File: config.mk
export PLATFORM = sky130hd
export DESIGN_NAME = alu_share_arbiter_flat
export DESIGN_NICKNAME = d
export VERILOG_FILES = /design/src/rtl/alu_pkg.sv /design/src/rtl/alu_share_arbiter_if.sv /design/src/rtl/alu_share_arbiter_alu.sv /design/src/rtl/alu_share_arbiter.sv /design/src/flat_wrapper.sv
export SDC_FILE = /design/constraint.sdc
export NUM_CORES = 1
export LEC_CHECK = 0
export BUFFER_PORTS_ARGS = -buffer_cell sky130_fd_sc_hd__buf_2
export CAP_MARGIN = 20
export CELL_PAD_IN_SITES_DETAIL_PLACEMENT = 0
export CELL_PAD_IN_SITES_GLOBAL_PLACEMENT = 1
export CORE_MARGIN = 1
export CORE_UTILIZATION = 43
export CTS_BUF_LIST = sky130_fd_sc_hd__clkbuf_4 sky130_fd_sc_hd__clkbuf_8
export CTS_CLUSTER_DIAMETER = 100
export DETAILED_ROUTE_END_ITERATION = 16
export PLACE_DENSITY_LB_ADDON = 0.1
export RECOVER_POWER = 25
export REMOVE_ABC_BUFFERS = 1
export SYNTH_ARGS = -nofsm -noshare
export SYNTH_HDL_FRONTEND = slang
export SYNTH_SLANG_ARGS = --single-unit
File: constraint.sdc
create_clock -name i_clk -period 6.5 [get_ports i_clk]
set_clock_uncertainty 0.1 [all_clocks]
set_input_delay 0 -clock i_clk [delete_from_list [all_inputs] [get_ports i_clk]]
set_output_delay 0 -clock i_clk [all_outputs]
set_load 0.01 [all_outputs]
File: src/rtl/alu_pkg.sv
// alu_pkg: ALU opcodes, datapath width and response-slot states shared by the ALU arbiter.
package alu_pkg;
    localparam int DATA_W = 32;
    localparam logic [2:0] ALU_ADD  = 3'b000;
    localparam logic [2:0] ALU_SUB  = 3'b001;
    localparam logic [2:0] ALU_SLTU = 3'b010;
    localparam logic [2:0] ALU_ORI1 = 3'b011;
    localparam logic [2:0] ALU_SLL  = 3'b100;
    localparam logic [2:0] ALU_OR   = 3'b101;
    localparam logic [2:0] ALU_AND  = 3'b110;
    localparam logic [2:0] ALU_SLT  = 3'b111;
    typedef enum logic {ST_IDLE, ST_HOLD} state_t;
endpackage

File: src/rtl/alu_share_arbiter_if.sv
// alu_share_arbiter_if: two-requester valid/ready request bus plus the shared tagged response channel.
interface alu_share_arbiter_if;
    import alu_pkg::*;
    logic [1:0]        req_valid;
    logic [1:0]        req_ready;
    logic [DATA_W-1:0] req_a0, req_b0, req_a1, req_b1;
    logic [2:0]        req_op0, req_op1;
    logic              rsp_valid, rsp_ready, rsp_id, rsp_zero;
    logic [DATA_W-1:0] rsp_result;
    modport master (
        output req_valid, req_a0, req_b0, req_op0, req_a1, req_b1, req_op1, rsp_ready,
        input  req_ready, rsp_valid, rsp_id, rsp_result, rsp_zero
    );
    modport slave (
        input  req_valid, req_a0, req_b0, req_op0, req_a1, req_b1, req_op1, rsp_ready,
        output req_ready, rsp_valid, rsp_id, rsp_result, rsp_zero
    );
endinterface

File: src/rtl/alu_share_arbiter_alu.sv
// alu_share_arbiter_alu: the existing combinational 32-bit ALU with Zero flag.
module alu_share_arbiter_alu
    import alu_pkg::*;
(
    input  logic [DATA_W-1:0] i_a,
    input  logic [DATA_W-1:0] i_b,
    input  logic [2:0]        i_op,
    output logic              o_zero,
    output logic [DATA_W-1:0] o_result
);
    always_comb begin
        o_result = '0;
        case (i_op)
            ALU_ADD:  o_result = i_a + i_b;
            ALU_SUB:  o_result = i_a - i_b;
            ALU_SLTU: o_result = {{(DATA_W-1){1'b0}}, i_a < i_b};
            ALU_ORI1: o_result = i_a | {{(DATA_W-1){1'b0}}, 1'b1};
            ALU_SLL:  o_result = i_b << i_a;
            ALU_OR:   o_result = i_a | i_b;
            ALU_AND:  o_result = i_a & i_b;
            ALU_SLT:  o_result = {{(DATA_W-1){1'b0}}, $signed(i_a) < $signed(i_b)};
            default:  o_result = '0;
        endcase
    end
    assign o_zero = (o_result == '0);
endmodule

File: src/rtl/alu_share_arbiter.sv
// alu_share_arbiter: round-robin sharing of one ALU between two requesters,
// with a single registered response slot returned tagged by requester id.
module alu_share_arbiter
    import alu_pkg::*;
#(
    parameter logic RR_INIT = 1'b0
) (
    input  logic                i_clk,
    input  logic                i_rst,
    alu_share_arbiter_if.slave  io_bus,
    output logic [15:0]         o_ops_done
);
    state_t            r_state, w_next_state;
    logic              r_prio, r_id, r_zero;
    logic [DATA_W-1:0] r_result;
    logic [15:0]       r_ops_done;
    logic              w_slot_free, w_fire, w_win, w_zero;
    logic [1:0]        w_grant, w_ready;
    logic [DATA_W-1:0] w_a, w_b, w_result;
    logic [2:0]        w_op;

    assign w_slot_free = (r_state == ST_IDLE) | ((r_state == ST_HOLD) & io_bus.rsp_ready);
    assign w_grant     = (&io_bus.req_valid) ? (r_prio ? 2'b10 : 2'b01) : io_bus.req_valid;
    assign w_ready     = i_rst ? 2'b00 : (w_grant & {2{w_slot_free}});
    assign w_fire      = |w_ready;
    // Operand mux follows the grant, not ready, so it stays off the rsp_ready path.
    assign w_win = w_grant[1];
    assign w_a   = w_win ? io_bus.req_a1  : io_bus.req_a0;
    assign w_b   = w_win ? io_bus.req_b1  : io_bus.req_b0;
    assign w_op  = w_win ? io_bus.req_op1 : io_bus.req_op0;

    alu_share_arbiter_alu u_alu (
        .i_a      (w_a),
        .i_b      (w_b),
        .i_op     (w_op),
        .o_zero   (w_zero),
        .o_result (w_result)
    );

    always_ff @(posedge i_clk) begin
        r_state <= i_rst ? ST_IDLE : w_next_state;
    end

    always_comb begin
        w_next_state = w_fire ? ST_HOLD : (io_bus.rsp_ready ? ST_IDLE : r_state);
    end

    always_ff @(posedge i_clk) begin
        if (i_rst) begin
            r_prio     <= RR_INIT;
            r_id       <= 1'b0;
            r_zero     <= 1'b0;
            r_result   <= '0;
            r_ops_done <= '0;
        end else if (w_fire) begin
            r_prio     <= ~w_win;
            r_id       <= w_win;
            r_zero     <= w_zero;
            r_result   <= w_result;
            r_ops_done <= r_ops_done + 16'd1;
        end
    end

    assign io_bus.req_ready  = w_ready;
    assign io_bus.rsp_valid  = (r_state == ST_HOLD);
    assign io_bus.rsp_id     = r_id;
    assign io_bus.rsp_result = r_result;
    assign io_bus.rsp_zero   = r_zero;
    assign o_ops_done        = r_ops_done;
endmodule

File: src/flat_wrapper.sv
// flat-port wrapper written by rule: the top's interface ports become plain ports
module alu_share_arbiter_flat import alu_pkg::*;
#(
    parameter logic RR_INIT = 1'b0
)
  (i_clk, i_rst, o_ops_done, io_bus_req_valid, io_bus_req_a0, io_bus_req_b0, io_bus_req_op0, io_bus_req_a1, io_bus_req_b1, io_bus_req_op1, io_bus_rsp_ready, io_bus_req_ready, io_bus_rsp_valid, io_bus_rsp_id, io_bus_rsp_result, io_bus_rsp_zero);
  alu_share_arbiter_if io_bus_i ();
  input  logic i_clk;
  input  logic i_rst;
  output logic [15:0] o_ops_done;
  input wire logic [$bits(io_bus_i.req_valid)-1:0] io_bus_req_valid;
  input wire logic [$bits(io_bus_i.req_a0)-1:0] io_bus_req_a0;
  input wire logic [$bits(io_bus_i.req_b0)-1:0] io_bus_req_b0;
  input wire logic [$bits(io_bus_i.req_op0)-1:0] io_bus_req_op0;
  input wire logic [$bits(io_bus_i.req_a1)-1:0] io_bus_req_a1;
  input wire logic [$bits(io_bus_i.req_b1)-1:0] io_bus_req_b1;
  input wire logic [$bits(io_bus_i.req_op1)-1:0] io_bus_req_op1;
  input wire logic [$bits(io_bus_i.rsp_ready)-1:0] io_bus_rsp_ready;
  output wire logic [$bits(io_bus_i.req_ready)-1:0] io_bus_req_ready;
  output wire logic [$bits(io_bus_i.rsp_valid)-1:0] io_bus_rsp_valid;
  output wire logic [$bits(io_bus_i.rsp_id)-1:0] io_bus_rsp_id;
  output wire logic [$bits(io_bus_i.rsp_result)-1:0] io_bus_rsp_result;
  output wire logic [$bits(io_bus_i.rsp_zero)-1:0] io_bus_rsp_zero;
  assign io_bus_i.req_valid = io_bus_req_valid;
  assign io_bus_i.req_a0 = io_bus_req_a0;
  assign io_bus_i.req_b0 = io_bus_req_b0;
  assign io_bus_i.req_op0 = io_bus_req_op0;
  assign io_bus_i.req_a1 = io_bus_req_a1;
  assign io_bus_i.req_b1 = io_bus_req_b1;
  assign io_bus_i.req_op1 = io_bus_req_op1;
  assign io_bus_i.rsp_ready = io_bus_rsp_ready;
  assign io_bus_req_ready = io_bus_i.req_ready;
  assign io_bus_rsp_valid = io_bus_i.rsp_valid;
  assign io_bus_rsp_id = io_bus_i.rsp_id;
  assign io_bus_rsp_result = io_bus_i.rsp_result;
  assign io_bus_rsp_zero = io_bus_i.rsp_zero;
  alu_share_arbiter #(.RR_INIT(RR_INIT)) u_core (.i_clk(i_clk), .i_rst(i_rst), .io_bus(io_bus_i), .o_ops_done(o_ops_done));
endmodule
Word-level counts from Yosys, hierarchy flattened

Index checks and enable logic that the tools add are counted.

Add/sub/neg operators: 3
Multiply operators: 0
Div/mod/pow operators: 0
Magnitude comparators: 2
Eq/ne operators: 7
Shift-type cells: 1
Mux-type cells: 9
Bitwise logic cells: 7
Reductions and logical operators: 5

Operators by type and width:

| operator                | number |
|---|---|
| $pmux W32 S8            | 1 |
| $lt A32 B32 Y1          | 2 |
| $mux W32                | 2 |
| $add A32 B32 Y32        | 1 |
| $and A32 B32 Y32        | 1 |
| $logic_not A32 Y1       | 1 |
| $or A32 B32 Y32         | 1 |
| $shl A32 B32 Y32        | 1 |
| $sub A32 B32 Y32        | 1 |
| $add A16 B1 Y16 const B | 1 |
| $eq A3 B3 Y1 const B    | 4 |
| $eq A3 B2 Y1 const B    | 2 |
| $mux W2                 | 3 |
| $eq A3 B1 Y1 const B    | 1 |
| $logic_not A3 Y1        | 1 |
| $mux W3                 | 1 |
| $and A2 B2 Y2           | 1 |
| $mux W1                 | 2 |
| $not A1 Y1              | 2 |
| $reduce_and A2 Y1       | 1 |
| $reduce_bool A2 Y1      | 1 |
| $reduce_or A2 Y1        | 1 |
| $and A1 B1 Y1           | 1 |
| $or A1 B1 Y1            | 1 |

Register bits: 52
Bits in latches: 0
Bits in writable memories: 0
ROM bits: 0
Memories kept: 0

Longest topological paths before layout

Depth after elaboration: 6
Mapped depth: 27

By module

From an unflattened synthesis, not the netlist that was laid out.

Cells, all modules: 1461
Area, all modules: 10737.8 um^2

By module, submodules not included:

| module                | times used | cells each | area an instance (um^2) | sequential area each (um^2) |
|---|---|---|---|---|
| alu_share_arbiter_alu | 1          | 1133       | 7907.6                  | 0.0 |
| alu_share_arbiter     | 1          | 328        | 2830.2                  | 1041.0 |

Worst setup path after synthesis

Ideal clock, no wire load.

Path kind: register to register
Start: register u_core.r_prio
End: register u_core.r_zero, in the netlist u_core.io_bus.rsp_zero
Library setup time: 68 ps
Arrival time: 5078 ps
Slack: 1254 ps
Stages on the path, launching flop included: 26
Buffers on the path: 6
Cells stage by stage: dfxtp_1 -> nand2b_1 -> buf_4 -> nand2_4 -> buf_4 -> buf_4 -> clkbuf_1 -> clkbuf_1 -> clkbuf_1 -> nand2_1 -> nand2_1 -> ha_1 -> inv_1 -> fa_1 -> nand2b_1 -> a21oi_2 -> a311oi_2 -> o311a_1 -> nor3_2 -> o21ai_0 -> mux2_2 -> a221o_1 -> a2111oi_0 -> nor4bb_1 -> nand2_1 -> o21ai_2

Cells in the longest elaborated chain, start to end: 6

Ends and longest elaborated chain:

| what                                     | line                        | source |
|---|---|---|
| start, declared                          | alu_share_arbiter.sv:14     | `logic r_prio, r_id, r_zero;` |
| start signal, assigned                   | alu_share_arbiter.sv:56     | `r_prio <= ~w_win;` |
| $mux W2 (*) (2 in series)                | alu_share_arbiter.sv:23     | `assign w_grant = (&io_bus.req_valid) ? (r_prio ? 2'b10 : 2'b01) : io_bus.req_valid;` |
| $mux W32 (tied with other cells)         | alu_share_arbiter.sv:28     | `assign w_a = w_win ? io_bus.req_a1 : io_bus.req_a0;` |
| $sub A32 B32 Y32 (tied with other cells) | alu_share_arbiter_alu.sv:15 | `ALU_SUB: o_result = i_a - i_b;` |
| $pmux W32 S8                             | alu_share_arbiter_alu.sv:13 | `case (i_op)` |
| $logic_not A32 Y1                        | alu_share_arbiter_alu.sv:25 | `assign o_zero = (o_result == '0);` |
| end signal, assigned                     | alu_share_arbiter.sv:58     | `r_zero <= w_zero;` |
| end, declared                            | alu_share_arbiter.sv:14     |  |

Every way passes the cells marked *; elsewhere a longest branch is shown, timed or not.
A chain may end at the register's enable or synchronous reset.

Final worst setup path

Ends and elaborated chain as after synthesis.

==> flow_metrics.py <==
metrics = {
    "critical_path": {
        "arrival_ps": 6280,
        "end_kind": "flop",
        "crit_path_start_kind": "flop",
        "crit_slowest_cell": "nor2_4",
        "path_buf_inv": 1,
        "worstReg2RegStart": "u_core.r_prio$_SDFFE_PP0P_",
        "critPathRequiredTime_ps": 6680,
        "reg2reg_slack_ps": 400,
        "cpPeakStageDelay_ps": 640,
        "crit_family": "simple AND/OR/NAND/NOR gates",
        "path_max_fanout": 23,
        "reg2reg_depth": 17,
        "r2r-end": "u_core.io_bus.rsp_zero$_SDFFE_PP0P_",
        "path_cells": "and2b_4 > nor2_4 > mux2i_1 > inv_1 > ha_1 > or4_4 > and2b_1 > nand3_1 > o32a_1 > a21oi_1 > o21ai_0 > a221oi_2 > nand4_1 > nor4_1 > and4b_1 > nand2_1 > o21ai_2",
        "timing_worst_setup_path_type": "flop to flop",
    },
    "sta": {
        "rsz0062_at_grt": "no",
        "slew_headroom": 0.273,
        "min_period_over_period": 0.938,
        "max_freq_ghz": 0.164,
        "finalHoldViolCount": 0,
        "slew_viol_final": 0,
        "holdWs_ps": 61.1,
        "fin_crit_ps": 6100,
        "worst_slew_pin_slew_ps": 1080,
        "tns_ps": 0,
        "setup_viol": 0,
    },
    "logic_synthesis": {
        "syn_area_per_cell_um2": 6.84,
        "yosys_warnings": 0,
        "synth.most_common_cell": "nand2_1",
        "syn_area_mm2": 0.0118,
        "yosys_most_used_dff": "dfxtp_1",
        "ys_top_cells_by_area": "ha_1 10%, dfxtp_1 8.8%, mux2i_1 8.7%",
        "syn-instance-count": 1724,
        "synth.distinct_cells": 105,
        "synth_edf_count": 0,
        "synth_commonest_cells": "256 x nand2_1, 145 x nor2_1, 110 x a21oi_1, 103 x mux2i_1, 100 x inv_1",
        "synth_top_area_frac": 0.0998,
        "yosysTopAreaCell": "ha_1",
        "ys_seq_elements": 52,
        "yosysSeqAreaShare": 0.0883,
        "async_reset_ff_frac": 0,
    },
    "power": {
        "power.internal_uw": 993,
        "switching_power_uw": 1180,
        "power.density_mw_per_mm2": 167,
        "clockPowerShare": 0.113,
        "leakage_uw": 0.00589,
        "seqPwrFrac": 0.162,
        "pwr-share-comb": 0.726,
        "ir_drop_mv": 0.0745,
        "power.share.switching": 0.543,
    },
    "layout": {
        "nNetsFinal": 2077,
        "fin_util": 0.484,
        "num_antenna_cells": 0,
        "fin_cells": 2184,
        "area_delta_synth_final_pct": 10.7,
        "drive_gt1_frac": 0.162,
    },
    "global_routing": {
        "track_usage": 0.383,
        "grt_first_pass_wirelength_um": 82800,
        "grt_overflow": 0,
        "grt_start_max_net_pins": 48,
        "grt_pass1_vias": 13400,
        "antenna_found_initial": 0,
    },
    "clocking": {
        "cts_buffers": 5,
        "cts_buffer_depth": 2,
        "cts.sinks": 52,
        "cts_tree": "built",
        "clock_latency_ps": 340,
        "path_clk_slew_ps": 110,
        "ctsHtreeMaxLevel": 2,
        "cts-root-buf": "clkbuf_8",
        "cts_setup_buffers": 0,
    },
    "floorplanning": {
        "fp.dieH_um": 168,
        "die_w_um": 168,
        "core-area_mm2": 0.0270,
        "row_count": 60,
        "ios": 192,
        "dieArea_mm2": 0.0281,
        "initial_core_util": 0.437,
    },
    "min_path": {
        "worstHoldPathType": "input port to flop",
        "hold_start": "io_bus_req_valid[0]",
        "hold_depth": 3,
        "min_to": "u_core.io_bus.rsp_id$_SDFFE_PP0P_",
    },
    "outcome": {
        "status": "finished clean",
    },
    "routing": {
        "vias_per_cell": 6.62,
        "post-route-drc-count": 0,
        "drt_first_iter_violations": 1562,
        "vias": 14500,
        "wl_um": 55200,
        "wl_per_cell_um": 25.3,
        "drtPass1Iterations": 8,
        "ant_nets": 0,
    },
    "job": {
        "maxCapViolations": 0,
    },
    "placement": {
        "gp_congestion": 1.06,
        "dp.cells": 2174,
        "port-buffer-count": 191,
        "hpwl_um": 44400,
    },
}
==> power by group through the flow <==
stage          sequential [µW]  combinational (µW)  clock [µW]
2_1_floorplan              369                 960           0
3_3_place_gp               358                1530           0
3_5_place_dp               359                1520           0
4_1_cts                    351                1530         253
5_1_grt                    354                1680         259
6_report                   351                1580         245
==> cells by family after synthesis <==
family                   count (synthesis)  share of synthesized area
buffers and inverters                  224                     0.0819
AND/OR/NAND/NOR                        667                      0.271
AO/OA/AOI/OAI                          517                      0.310
XOR/XNOR                                35                     0.0260
multiplexers                           133                      0.119
adder cells (fa/ha/maj)                 96                      0.103
flip-flops                              52                     0.0883
==> layout by cell type, fill, tap and decap left out, types with 7 or more instances in the layout <==
cell,n
a211oi_1,37
a21o_1,23
a21oi_1,110
a221oi_1,21
a22o_1,8
a22oi_1,11
a31oi_1,20
a32oi_1,7
and2_1,10
and3_1,28
buf_2,165
buf_4,34
clkbuf_1,26
dfxtp_1,52
ha_1,94
inv_1,100
mux2_2,26
mux2i_1,103
nand2_1,256
nand2b_1,20
nand3_1,54
nand4_1,17
nor2_1,145
nor2b_1,10
nor3_1,36
nor4_1,26
o2111ai_1,8
o211ai_1,26
o21ai_0,70
o21ai_1,7
o21bai_1,8
o221ai_1,13
o22ai_1,18
o31ai_1,14
or2_2,8
or3_1,13
xnor2_1,16
xor2_1,19
==> worst reg2reg max path, stage by stage (launching register included) <==
cell and delay [ps]:
dfxtp_1 380, and2b_4 320, nor2_4 660, mux2i_1 390, inv_1 110, ha_1 500, or4_4 630, and2b_1 280
nand3_1 90, o32a_1 380, a21oi_1 200, o21ai_0 190, a221oi_2 580, nand4_1 190, nor4_1 640, and4b_1 300
nand2_1 60, o21ai_2 60
==> final cells by class <==
class / count / area (µm²)
clock inverters: 2 / 38.8
inverters: 105 / 394
well taps: 341 / 427
clock buffers: 6 / 76.3
flip-flops and latches: 52 / 1040
fillers: 2897 / 13900
multi-input cells: 1449 / 9820
repair buffers: 229 / 1250
==> metal layers <==
layer  global-route usage  up-vias  share of wire
met5                    0        -              0
met4                0.147        0          0.041
met3               0.0603      123          0.094
met2                0.637      865           0.46
met1                0.494     6848           0.41
li1                     -     6622              -
==> state kept, by name (all words and copies together) (netlist names) <==
name,count
u_core.io_bus.rsp_result,32
u_core.o_ops_done,16
u_core.io_bus.rsp_id,1
u_core.io_bus.rsp_valid,1
u_core.io_bus.rsp_zero,1
u_core.r_prio,1
==> worst max path at each step <==
| stage | startpoint | to | slack (ps) | cells past startpoint |
|---|---|---|---|---|
| floorplan | u_core.r_prio$_SDFFE_PP0P_ | u_core.io_bus.rsp_zero$_SDFFE_PP0P_ | 920 | 16 |
| global placement | u_core.r_prio$_SDFFE_PP0P_ | u_core.io_bus.rsp_zero$_SDFFE_PP0P_ | 120 | 17 |
| detailed placement | u_core.r_prio$_SDFFE_PP0P_ | u_core.io_bus.rsp_zero$_SDFFE_PP0P_ | 80 | 17 |
| CTS | u_core.r_prio$_SDFFE_PP0P_ | u_core.io_bus.rsp_zero$_SDFFE_PP0P_ | 60 | 17 |
| global route | u_core.r_prio$_SDFFE_PP0P_ | u_core.io_bus.rsp_zero$_SDFFE_PP0P_ | 270 | 17 |
| finish | u_core.r_prio$_SDFFE_PP0P_ | u_core.io_bus.rsp_zero$_SDFFE_PP0P_ | 400 | 17 |
==> stage by stage <==
step	setup slack (ps)	power [µW]	instance area (µm²)
after floorplan	915	1330	11200
after global placement	124	1880	12900
after detailed placement	75.2	1880	12900
after CTS	64.7	2130	13100
after global routing	273	2300	13000
final	400	2170	13000
==> what timing repair did <==
| item | CTS | global route |
|---|---|---|
| hold buffers | 1 | 0 |
| setup endpoints to repair | 0 | 1 |
| resized for setup | 0 | 1 |
| hold endpoints to repair | 1 | 0 |
Note: power is estimated with default switching activity, not from simulation.
